$ cat config.mk
export PLATFORM = sky130hd
export DESIGN_NAME = fb_write_scheduler
export DESIGN_NICKNAME = d
export VERILOG_FILES = /design/src/rtl/fb_pkg.sv /design/src/rtl/fb_fill_counter.sv /design/src/rtl/fb_write_scheduler.sv
export SDC_FILE = /design/constraint.sdc
export NUM_CORES = 1
export LEC_CHECK = 0
export ABC_AREA = 1
export CAP_MARGIN = 25
export CORE_ASPECT_RATIO = 0.8
export CORE_UTILIZATION = 46
export CTS_CLUSTER_DIAMETER = 30
export DETAILED_ROUTE_END_ITERATION = 8
export PLACE_DENSITY = 0.79
export SLEW_MARGIN = 20
export SYNTH_ARGS = -nofsm -noshare
export SYNTH_HDL_FRONTEND = slang
export SYNTH_SLANG_ARGS = --single-unit
$ cat constraint.sdc
create_clock -name clk -period 1.2 [get_ports clk]
set_input_delay 0.3 -clock clk [delete_from_list [all_inputs] [get_ports clk]]
set_output_delay 0.3 -clock clk [all_outputs]
set_load 0.02 [all_outputs]
$ cat src/rtl/fb_pkg.sv
// fb_pkg: shared types and constants for the
// frame-buffer write path.
package fb_pkg;

  localparam int AW_DEF = 8;
  localparam int DW_DEF = 3;

  localparam logic [2:0] RED   = 3'b100;
  localparam logic [2:0] GREEN = 3'b010;
  localparam logic [2:0] BLUE  = 3'b001;
  localparam logic [2:0] BLACK = 3'b000;

  typedef enum logic {
    ST_IDLE,
    ST_FILL
  } state_t;

  typedef enum logic {
    TURN_FILL,
    TURN_PX
  } turn_t;

endpackage

$ cat src/rtl/fb_fill_counter.sv
// fb_fill_counter: fill address counter with
// clear, enable and an all-ones flag.
module fb_fill_counter #(
  parameter int AW = 8
) (
  input  logic          clk,
  input  logic          rst,
  input  logic          clr,
  input  logic          en,
  output logic [AW-1:0] cnt,
  output logic          is_last
);

  // address counter; the end of a fill is found
  // by the all-ones compare, not by wrap-around
  always_ff @(posedge clk or posedge rst) begin
    if (rst) begin
      cnt <= '0;
    end else if (clr) begin
      cnt <= '0;
    end else if (en) begin
      cnt <= cnt + 1'b1;
    end
  end

  assign is_last = &cnt;

endmodule

$ cat src/rtl/fb_write_scheduler.sv
// fb_write_scheduler: shares the frame-buffer
// write port between a fill engine and a pixel port.
module fb_write_scheduler
  import fb_pkg::*;
#(
  parameter int AW         = AW_DEF,
  parameter int DW         = DW_DEF,
  parameter bit BLANK_ONLY = 1'b0
) (
  input  logic          clk,
  input  logic          rst,
  input  logic          fill_start,
  input  logic [DW-1:0] fill_color,
  output logic          fill_busy,
  output logic          fill_done,
  input  logic          px_valid,
  input  logic [AW-1:0] px_addr,
  input  logic [DW-1:0] px_data,
  output logic          px_ready,
  input  logic          vblank,
  output logic [AW-1:0] ram_addr,
  output logic [DW-1:0] ram_data,
  output logic          ram_we
);

  state_t        state, state_n;
  turn_t         turn, turn_n;
  logic [DW-1:0] color;
  logic [AW-1:0] fill_cnt;
  logic          is_last;
  logic          gate;
  logic          px_wr;
  logic          fill_wr;
  logic          cnt_clr;
  logic          latch;

  assign gate      = ~BLANK_ONLY | vblank;
  assign fill_busy = (state == ST_FILL);

  fb_fill_counter #(
    .AW (AW)
  ) u_cnt (
    .clk     (clk),
    .rst     (rst),
    .clr     (cnt_clr),
    .en      (fill_wr),
    .cnt     (fill_cnt),
    .is_last (is_last)
  );

  // arbitration: pick at most one writer per cycle
  always_comb begin
    state_n  = state;
    turn_n   = turn;
    px_ready = 1'b0;
    px_wr    = 1'b0;
    fill_wr  = 1'b0;
    cnt_clr  = 1'b0;
    latch    = 1'b0;
    unique case (state)
      ST_IDLE: begin
        px_ready = gate;
        px_wr    = px_valid & gate;
        if (fill_start) begin
          state_n = ST_FILL;
          turn_n  = TURN_FILL;
          cnt_clr = 1'b1;
          latch   = 1'b1;
        end
      end
      ST_FILL: begin
        px_ready = gate & (turn == TURN_PX);
        px_wr    = px_valid & px_ready;
        fill_wr  = gate &
                   ((turn == TURN_FILL) | ~px_valid);
        if (px_wr) begin
          turn_n = TURN_FILL;
        end
        if (fill_wr) begin
          turn_n = px_valid ? TURN_PX : TURN_FILL;
          if (is_last) begin
            state_n = ST_IDLE;
          end
        end
      end
      default: state_n = ST_IDLE;
    endcase
  end

  // state, turn and latched fill colour
  always_ff @(posedge clk or posedge rst) begin
    if (rst) begin
      state <= ST_IDLE;
      turn  <= TURN_FILL;
      color <= '0;
    end else begin
      state <= state_n;
      turn  <= turn_n;
      if (latch) begin
        color <= fill_color;
      end
    end
  end

  // registered write port; address/data hold when idle
  always_ff @(posedge clk or posedge rst) begin
    if (rst) begin
      ram_we    <= 1'b0;
      ram_addr  <= '0;
      ram_data  <= '0;
      fill_done <= 1'b0;
    end else begin
      ram_we    <= px_wr | fill_wr;
      fill_done <= fill_wr & is_last;
      if (px_wr) begin
        ram_addr <= px_addr;
        ram_data <= px_data;
      end else if (fill_wr) begin
        ram_addr <= fill_cnt;
        ram_data <= color;
      end
    end
  end

endmodule

Yosys cells after proc, flatten, opt, wreduce, memory -nomap -nowiden. Cells that the tools add are included.

Add/sub/neg operators: 1. Eq/ne operators: 2. Reductions and logical operators: 4. Bitwise logic cells: 7. Multiplexer cells: 19.

Operator list (number): two-way mux 8 bit (4); two-way mux 1 bit (9); adder 8 x 1 -> 8 bit (second input constant) (1); case mux 1 bit (2 select lines) (4); AND reduction 8 bit (1); two-way mux 3 bit (2); nonzero test 2 bit (2); != test 3 x 1 -> 1 bit (second input constant) (1); inverter 1 bit (3); AND 1 bit (2); != test 2 bit (second input constant) (1); OR 1 bit (2); AND reduction 2 bit (1).

Output and inout port bits: 15. Flip-flop bits (word level): 26. Input port bits: 19.

Depth between registers and ports, before layout. Gate-level depths: netlist of run 1.

Depth in word-level cells: 5. Depth in mapped cells: 7. Mapped depth without buffers: 7.

By module. From an unflattened synthesis of run 1, not the netlist that was laid out.

Cell total of the unflattened synthesis: 147. Area, all modules: 1298.7 um2.

By module, submodules not included: fb_write_scheduler (times used 1, cells an instance 95, seq. area each 450.4 um2, area each 868.3 um2); fb_fill_counter (times used 1, cells an instance 52, seq. area each 200.2 um2, area each 430.4 um2).

Worst setup path before layout of run 1. OpenSTA, ideal clock, no wires.

Kind: flip-flop to flip-flop. Start: register state, in the netlist fill_busy. End: register ram_addr[6]. Data required time: 1.074 ns. Cell stages (with the launch flop): 7. Path buffers: 1. Data arrival time: 1.046 ns. Slack: 0.029 ns. Setup time: 0.126 ns. Cell sequence: dfrtp_1 nand2_2 inv_2 nor2_2 buf_6 nand2_1 nand3_1.

Cells in the longest elaborated chain, start to end: 3.

Ends and longest elaborated chain: from (decl) (line fb_write_scheduler.sv:26) `state_t state, state_n;`; from (signal assigned) (line fb_write_scheduler.sv:97) `state <= state_n;`; inverter 1 bit; case mux 1 bit (2 select lines) (line fb_write_scheduler.sv:60) `unique case (state)`; two-way mux 8 bit / nonzero test 2 bit (equally long branches); to (signal assigned) (line fb_write_scheduler.sv:116) `ram_addr <= px_addr;`; to (signal assigned) (line fb_write_scheduler.sv:119) `ram_addr <= fill_cnt;`; to (decl) (line fb_write_scheduler.sv:21) `output logic [AW-1:0] ram_addr,`.

Several ways; a longest one is shown, not always the timed one. A chain may end at the register's enable or synchronous reset.

Final worst setup path of run 1.
Start: register state, in the netlist fill_busy. End: register ram_addr[1].

Same word-level chain as after synthesis.

==> impl_metrics.json, run 1 <==
{
  "outcome": "finished with violations",
  "violations": "negative setup slack",
  "worst-endpoint-required_ps": 1410,
  "critPathMaxFanout": 5,
  "drive_above_1_share_pct": 30.24,
  "final-setup-viol-count": 11,
  "worst-r2r-setup-slack_ps": -100,
  "gr-total-overflow": 0,
  "worst_hold_path_type": "in -> async",
  "async_s_r_ff_share_synth_pct": 100.0,
  "worst_setup_hold_path_clk_slew_ps": 140,
  "yosysWarningCount": 0,
  "synth_fp_nets": 165,
  "placementRows": 15,
  "number_of_instances_in_the_synthesized_netlist": 145,
  "antenna_cells_inserted": 0,
  "slew-limit-headroom_pct": 84.82,
  "avgViaCountPerCell": 5.000,
  "place_hpwl_um": 2074,
  "yosysMostFrequentCell": "nand2_1",
  "via_count": 1195,
  "ir_drop_mv": 1.024,
  "drt_first_pass_iters": 4,
  "synthTopCellsByCount": "nand2_1 (59), dfrtp_1 (26), nand3_1 (16)",
  "ys_types": 18,
  "routedWlPerCell_um": 13.64,
  "post_layout_power_mw": 2.995,
  "setup.worst_path.start": "fill_busy$_DFF_PP0_",
  "r2r_cells": 7,
  "syn2layout_area_growth_pct": 58.74,
  "leakagePower_nw": 0.9745,
  "maxSlewViolCount": 0,
  "p_switching_mw": 0.9849,
  "grt_use_total_pct": 22.92,
  "share_clk_of_total_power_pct": 19.7,
  "fillerInstances": 142,
  "cp-start-kind": "register",
  "place_ws_ps": -335.3,
  "fin_hold_ws_ps": 303.2,
  "die-height_um": 47.18,
  "finalClockSkew_ps": 5.946,
  "detail_route.iter0.violations": 75,
  "postLayoutCellArea_um2": 1863,
  "timing.max_cap.violations": 0,
  "unrepaired_setup_endpoints_after_global_routing": "yes",
  "ctsHtreeMaxLevel": 1,
  "port-buffer-count": 32,
  "timing.fmax_mhz": 771.7,
  "timing.critical_path.to_type": "register",
  "switching_share_pct": 32.88,
  "die_area_um2": 2759,
  "synth_edf_count": 0,
  "p_seq_share_pct": 42.2,
  "post-synth-top-area-cell": "dfrtp_1",
  "place_congestion": 0.9090,
  "detail-route-antenna-nets": 0,
  "clock_latency_on_the_worst_skew_pair_ps": 320,
  "minimum_clock_period_ps": 1296,
  "final_nets": 226,
  "drc": 0,
  "timing.rr.start": "fill_busy$_DFF_PP0_",
  "holdBufCountCts": 0,
  "post-synth-top-area-fraction_pct": 55.44,
  "clockBufferDepth": 2,
  "yosysSeqAreaShare_pct": 55.44,
  "placedInstanceArea_um2": 1658,
  "timing.rr.end": "ram_addr[1]$_DFFE_PP0P_",
  "floorplan.io_pins": 34,
  "clock_tree_from_tritoncts": "yes",
  "floorplan.die.width_um": 58.48,
  "timing_worst_slew_pin_value_ps": 227.7,
  "post-route-util_pct": 82.04,
  "syn_area_per_cell_um2": 8.094,
  "effective_utilization_at_floorplan_pct": 51.68,
  "clk_sinks": 26,
  "leading_register_cell_type_out_of_synthesis": "dfrtp_1",
  "critical_path.endpoint": "ram_addr[1]$_DFFE_PP0P_",
  "routed_wirelength_um": 3259,
  "grt_max_degree": 27,
  "finalCritPeriodShare_pct": 108.0,
  "cp_data_arrival_time_ps": 1500,
  "floorplan.core_area_um2": 2271,
  "path_class": "reg -> reg",
  "fin_ws_ps": -95.85,
  "combinationalPowerShare_pct": 38.1,
  "power.density_nw_per_um2": 1608,
  "top_usage_layer": "met2",
  "synth-seq-cells": 26,
  "syn-cell-area_um2": 1174,
  "report.final.hold_viol_count": 0,
  "initial_antenna_violation_count": 0,
  "grt_use_met3_pct": 6.061,
  "grt_util_met1_pct": 27.29,
  "grt_pass1_wl_um": 4533,
  "grt_pass1_vias": 1120,
  "cts_root_buffer": "clkbuf_4",
  "cts-buffers-inserted": 3,
  "cells_taking_the_most_area_after_synthesis": "dfrtp_1 (55%), nand2_1 (19%), nand3_1 (6.8%)",
  "globalRouteMet2Util_pct": 42.07,
  "p_int_mw": 2.010
}
-- critical path: stages, from the launching register on --
cell and delay (ps):
dfrtp_1 440, buf_4 180, nand2_4 90, inv_4 60, buf_4 120, buf_4 140
nand2_1 60, nand3_1 90
-- power by group through the flow --
| stage | sequential [mW] | clock [mW] | combinational, mW |
|---|---|---|---|
| 2_1_floorplan | 1.36 | 0 | 0.340 |
| 3_3_place_gp | 1.25 | 0 | 0.881 |
| 3_5_place_dp | 1.26 | 0 | 0.908 |
| 4_1_cts | 1.24 | 0.605 | 0.880 |
| 5_1_grt | 1.29 | 0.639 | 1.23 |
| 6_report | 1.26 | 0.589 | 1.14 |
-- routing by layer --
| layer | share of wire, % | routed length (um) | up-vias |
|---|---|---|---|
| li1 | - | - | 572 |
| met1 | 41 | 1322 | 571 |
| met2 | 53 | 1717 | 46 |
| met3 | 5.1 | 167 | 6 |
| met4 | 1.6 | 52 | 0 |
| met5 | 0 | 0 | - |
-- what timing repair did --
item	4_1_cts	5_1_grt
pin swaps	2	1
gates cloned	0	0
buffers inserted	4	7
endpoints found under the setup margin	28	34
gates resized for setup	77	27
-- how the worst min path moves through the flow --
| stage | start | end | slack (ps) | cells after the start |
|---|---|---|---|---|
| after floorplan | rst | color[0]$_DFFE_PP0P_ | 340 | 1 |
| after global placement | color[1]$_DFFE_PP0P_ | color[1]$_DFFE_PP0P_ | 470 | 2 |
| after detailed placement | color[0]$_DFFE_PP0P_ | color[0]$_DFFE_PP0P_ | 470 | 2 |
| after CTS | rst | u_cnt.cnt[3]$_DFFE_PP0P_ | 290 | 3 |
| after global routing | rst | color[1]$_DFFE_PP0P_ | 300 | 3 |
| final | rst | u_cnt.cnt[3]$_DFFE_PP0P_ | 300 | 3 |
-- through the flow --
step           cells  setup TNS (ps)
2_1_floorplan    145               0
3_3_place_gp     224           -5532
3_5_place_dp     224           -6561
4_1_cts          232          -331.3
5_1_grt          239           -1908
6_report         239          -575.9
-- logic make-up (layout without fill, tap and decap cells) --
| logic type | count (synthesis) | count (layout) | share of synthesized area [%] |
|---|---|---|---|
| AOI/OAI and AO/OA | 10 | 10 | 4.478 |
| adders and majority gates | 1 | 1 | 1.066 |
| buffers and inverters | 16 | 76 | 6.183 |
| DFF | 26 | 26 | 55.44 |
| and+or+nand+nor | 92 | 92 | 32.84 |
-- cell usage in the layout (no fill, tap or decap), types with 2 or more instances in the layout --
| cell | Yosys | final |
|---|---|---|
| nand2_1 | 59 | 55 |
| clkbuf_4 | 0 | 3 |
| nand3_1 | 16 | 14 |
| nand2_2 | 1 | 2 |
| nor2_2 | 2 | 2 |
| nand2_4 | 1 | 4 |
| dfrtp_1 | 26 | 26 |
| o21ai_0 | 5 | 5 |
| buf_6 | 1 | 14 |
| clkdlybuf4s50_1 | 0 | 16 |
| nor2_1 | 11 | 9 |
| nor2_4 | 0 | 2 |
| buf_12 | 0 | 2 |
| inv_1 | 11 | 10 |
| a21oi_1 | 4 | 4 |
| buf_2 | 1 | 3 |
| buf_4 | 1 | 23 |
| inv_2 | 2 | 2 |
| nand3_2 | 0 | 2 |
-- final cells by class --
cell class	instances	area (um2)	area share [%]
sequential	26	650.6	34.92
timing repair buffer	59	554.3	29.75
multi-input combinational	103	511.7	27.47
inverter	13	51.30	2.754
tap	34	42.54	2.283
clock inverter	1	30.03	1.612
clock buffer	3	22.52	1.209
-- sequential cells by signal (all words and copies together), names as in the netlist --
| name | cells |
|---|---|
| color | 3 |
| fill_busy | 1 |
| fill_done | 1 |
| ram_addr | 8 |
| ram_data | 3 |
| ram_we | 1 |
| turn | 1 |
| u_cnt.cnt | 8 |
Power figures use the tool's default switching activity.
==> run 2: changes to the inputs <==
--- a/config.mk
+++ b/config.mk
@@ -8,10 +8,10 @@
 export ABC_AREA = 1
 export CAP_MARGIN = 25
 export CORE_ASPECT_RATIO = 0.8
-export CORE_UTILIZATION = 46
+export CORE_UTILIZATION = 40
 export CTS_CLUSTER_DIAMETER = 30
 export DETAILED_ROUTE_END_ITERATION = 8
-export PLACE_DENSITY = 0.79
+export PLACE_DENSITY = 0.7
 export SLEW_MARGIN = 20
 export SYNTH_ARGS = -nofsm -noshare
 export SYNTH_HDL_FRONTEND = slang
==> impl_metrics.json, run 2 (same netlist as run 1, synthesis figures left out) <==
{
  "outcome": "finished with violations",
  "violations": "negative setup slack",
  "multi_input_gate_area_um2": 536.8,
  "finalCritPeriodShare_pct": 107.5,
  "setup.worst_path.start": "turn$_DFFE_PP0P_",
  "grt_use_total_pct": 19.45,
  "final_nets": 230,
  "power.density_nw_per_um2": 1476,
  "routed_wirelength_um": 2938,
  "cp-start-kind": "register",
  "drive_above_1_share_pct": 35.41,
  "syn2layout_area_growth_pct": 62.79,
  "critPathMaxFanout": 2,
  "most_frequent_cells_in_the_layout": "nand2_1 (53), dfrtp_1 (26), buf_4 (26)",
  "clock_tree_from_tritoncts": "yes",
  "post-route-util_pct": 69.10,
  "timing.fmax_mhz": 775.4,
  "gr-total-overflow": 0,
  "timing.rr.start": "turn$_DFFE_PP0P_",
  "ctsHtreeMaxLevel": 1,
  "clk_sinks": 26,
  "detail-route-antenna-nets": 0,
  "critical_path.endpoint": "px_ready",
  "r2r_cells": 8,
  "via_count": 1179,
  "clock_latency_on_the_worst_skew_pair_ps": 320,
  "drc": 0,
  "detail_route.iter0.violations": 40,
  "timing.max_cap.violations": 0,
  "grt_max_degree": 27,
  "floorplan.io_pins": 34,
  "holdBufCountCts": 0,
  "worst_setup_hold_path_clk_slew_ps": 130,
  "floorplan.die.width_um": 62.56,
  "finalClockSkew_ps": 2.186,
  "worst-endpoint-required_ps": 900,
  "maxSlewViolCount": 0,
  "cts_root_buffer": "clkbuf_4",
  "initial_antenna_violation_count": 0,
  "floorplan.core_area_um2": 2765,
  "mostFrequentLayoutCell": "nand2_1",
  "drt_first_pass_iters": 4,
  "timing.critical_path.to_type": "output pin",
  "die_area_um2": 3156,
  "place_hpwl_um": 1965,
  "postLayoutCellArea_um2": 1911,
  "ir_drop_mv": 0.7465,
  "routedWlPerCell_um": 11.89,
  "fillerInstances": 217,
  "setup_tns_ps": -656.3,
  "cts-buffers-inserted": 3,
  "grt_pass1_wl_um": 4795,
  "worst-r2r-setup-slack_ps": -70,
  "grt_pass1_vias": 1129,
  "layout_top_registers": "ram_addr (8), u_cnt.cnt (8)",
  "die-height_um": 50.45,
  "path_class": "reg -> out",
  "placedInstanceArea_um2": 1643,
  "cp_data_arrival_time_ps": 990,
  "final-setup-viol-count": 16,
  "clockBufferDepth": 2,
  "timing_worst_slew_pin_value_ps": 258.9,
  "fin_ws_ps": -89.69,
  "port-buffer-count": 32,
  "report.final.hold_viol_count": 0,
  "antenna_cells_inserted": 0,
  "place_ws_ps": -328.9,
  "sequential_cell_area_um2": 650.6,
  "place_congestion": 0.8620,
  "worst_hold_path_type": "in -> async",
  "minimum_clock_period_ps": 1290,
  "placementRows": 17,
  "timing.rr.end": "turn$_DFFE_PP0P_",
  "avgViaCountPerCell": 4.773,
  "unrepaired_setup_endpoints_after_global_routing": "yes",
  "effective_utilization_at_floorplan_pct": 42.44,
  "leakagePower_nw": 0.9696,
  "slew-limit-headroom_pct": 82.74
}
## run 2: report_power, final
part	switching [mW]	internal [mW]	total, mW	leakage, nW
Sequential	0.203	1.08	1.29	0.322
Combinational	0.510	0.587	1.10	0.627
Clock	0.250	0.186	0.436	0.0210
## run 2: area by class of cell
class	instances	share of cell area, %
sequential	26	34.05
timing repair buffer	63	30.78
multi-input combinational	103	28.09
clock buffer	4	1.899
tap	38	2.489
inverter	13	2.685
## run 2: how the worst min path moves through the flow
| stage | startpoint | slack [ps] | endpoint | cells past startpoint |
|---|---|---|---|---|
| 2_1_floorplan | rst | 340 | color[0]$_DFFE_PP0P_ | 1 |
| 3_3_place_gp | color[2]$_DFFE_PP0P_ | 460 | color[2]$_DFFE_PP0P_ | 2 |
| 3_5_place_dp | color[0]$_DFFE_PP0P_ | 470 | color[0]$_DFFE_PP0P_ | 2 |
| 4_1_cts | rst | 300 | ram_addr[0]$_DFFE_PP0P_ | 3 |
| 5_1_grt | rst | 320 | u_cnt.cnt[3]$_DFFE_PP0P_ | 3 |
| 6_report | rst | 300 | ram_addr[3]$_DFFE_PP0P_ | 3 |
## run 2: through the flow
step	instances	total power [mW]	hold WS, ps
6_report	247	2.819	298.0
5_1_grt	247	2.995	322.5
4_1_cts	240	2.522	299.6
3_5_place_dp	227	2.138	466.6
3_3_place_gp	227	2.113	464.3
2_1_floorplan	145	1.695	340.0
## run 2: repair_timing
item / CTS / global route
setup endpoints to repair: 27 / 36
setup buffers: 9 / 7
pin swaps: 3 / 3
cloned: 0 / 0
resized for setup: 71 / 46
## run 2: worst max-delay path: stages, from the launching register on
cell and delay [ps]:
dfrtp_1 420, inv_2 80, nand2_2 50, buf_6 120
## run 2: routing by layer
layer	track usage [%]	part of all wire [%]	vias up
met2	36.23	50	31
met1	22.95	46	562
li1	-	-	584
met3	5.227	4.6	2
met4	2.713	0.31	0
met5	0	0	-
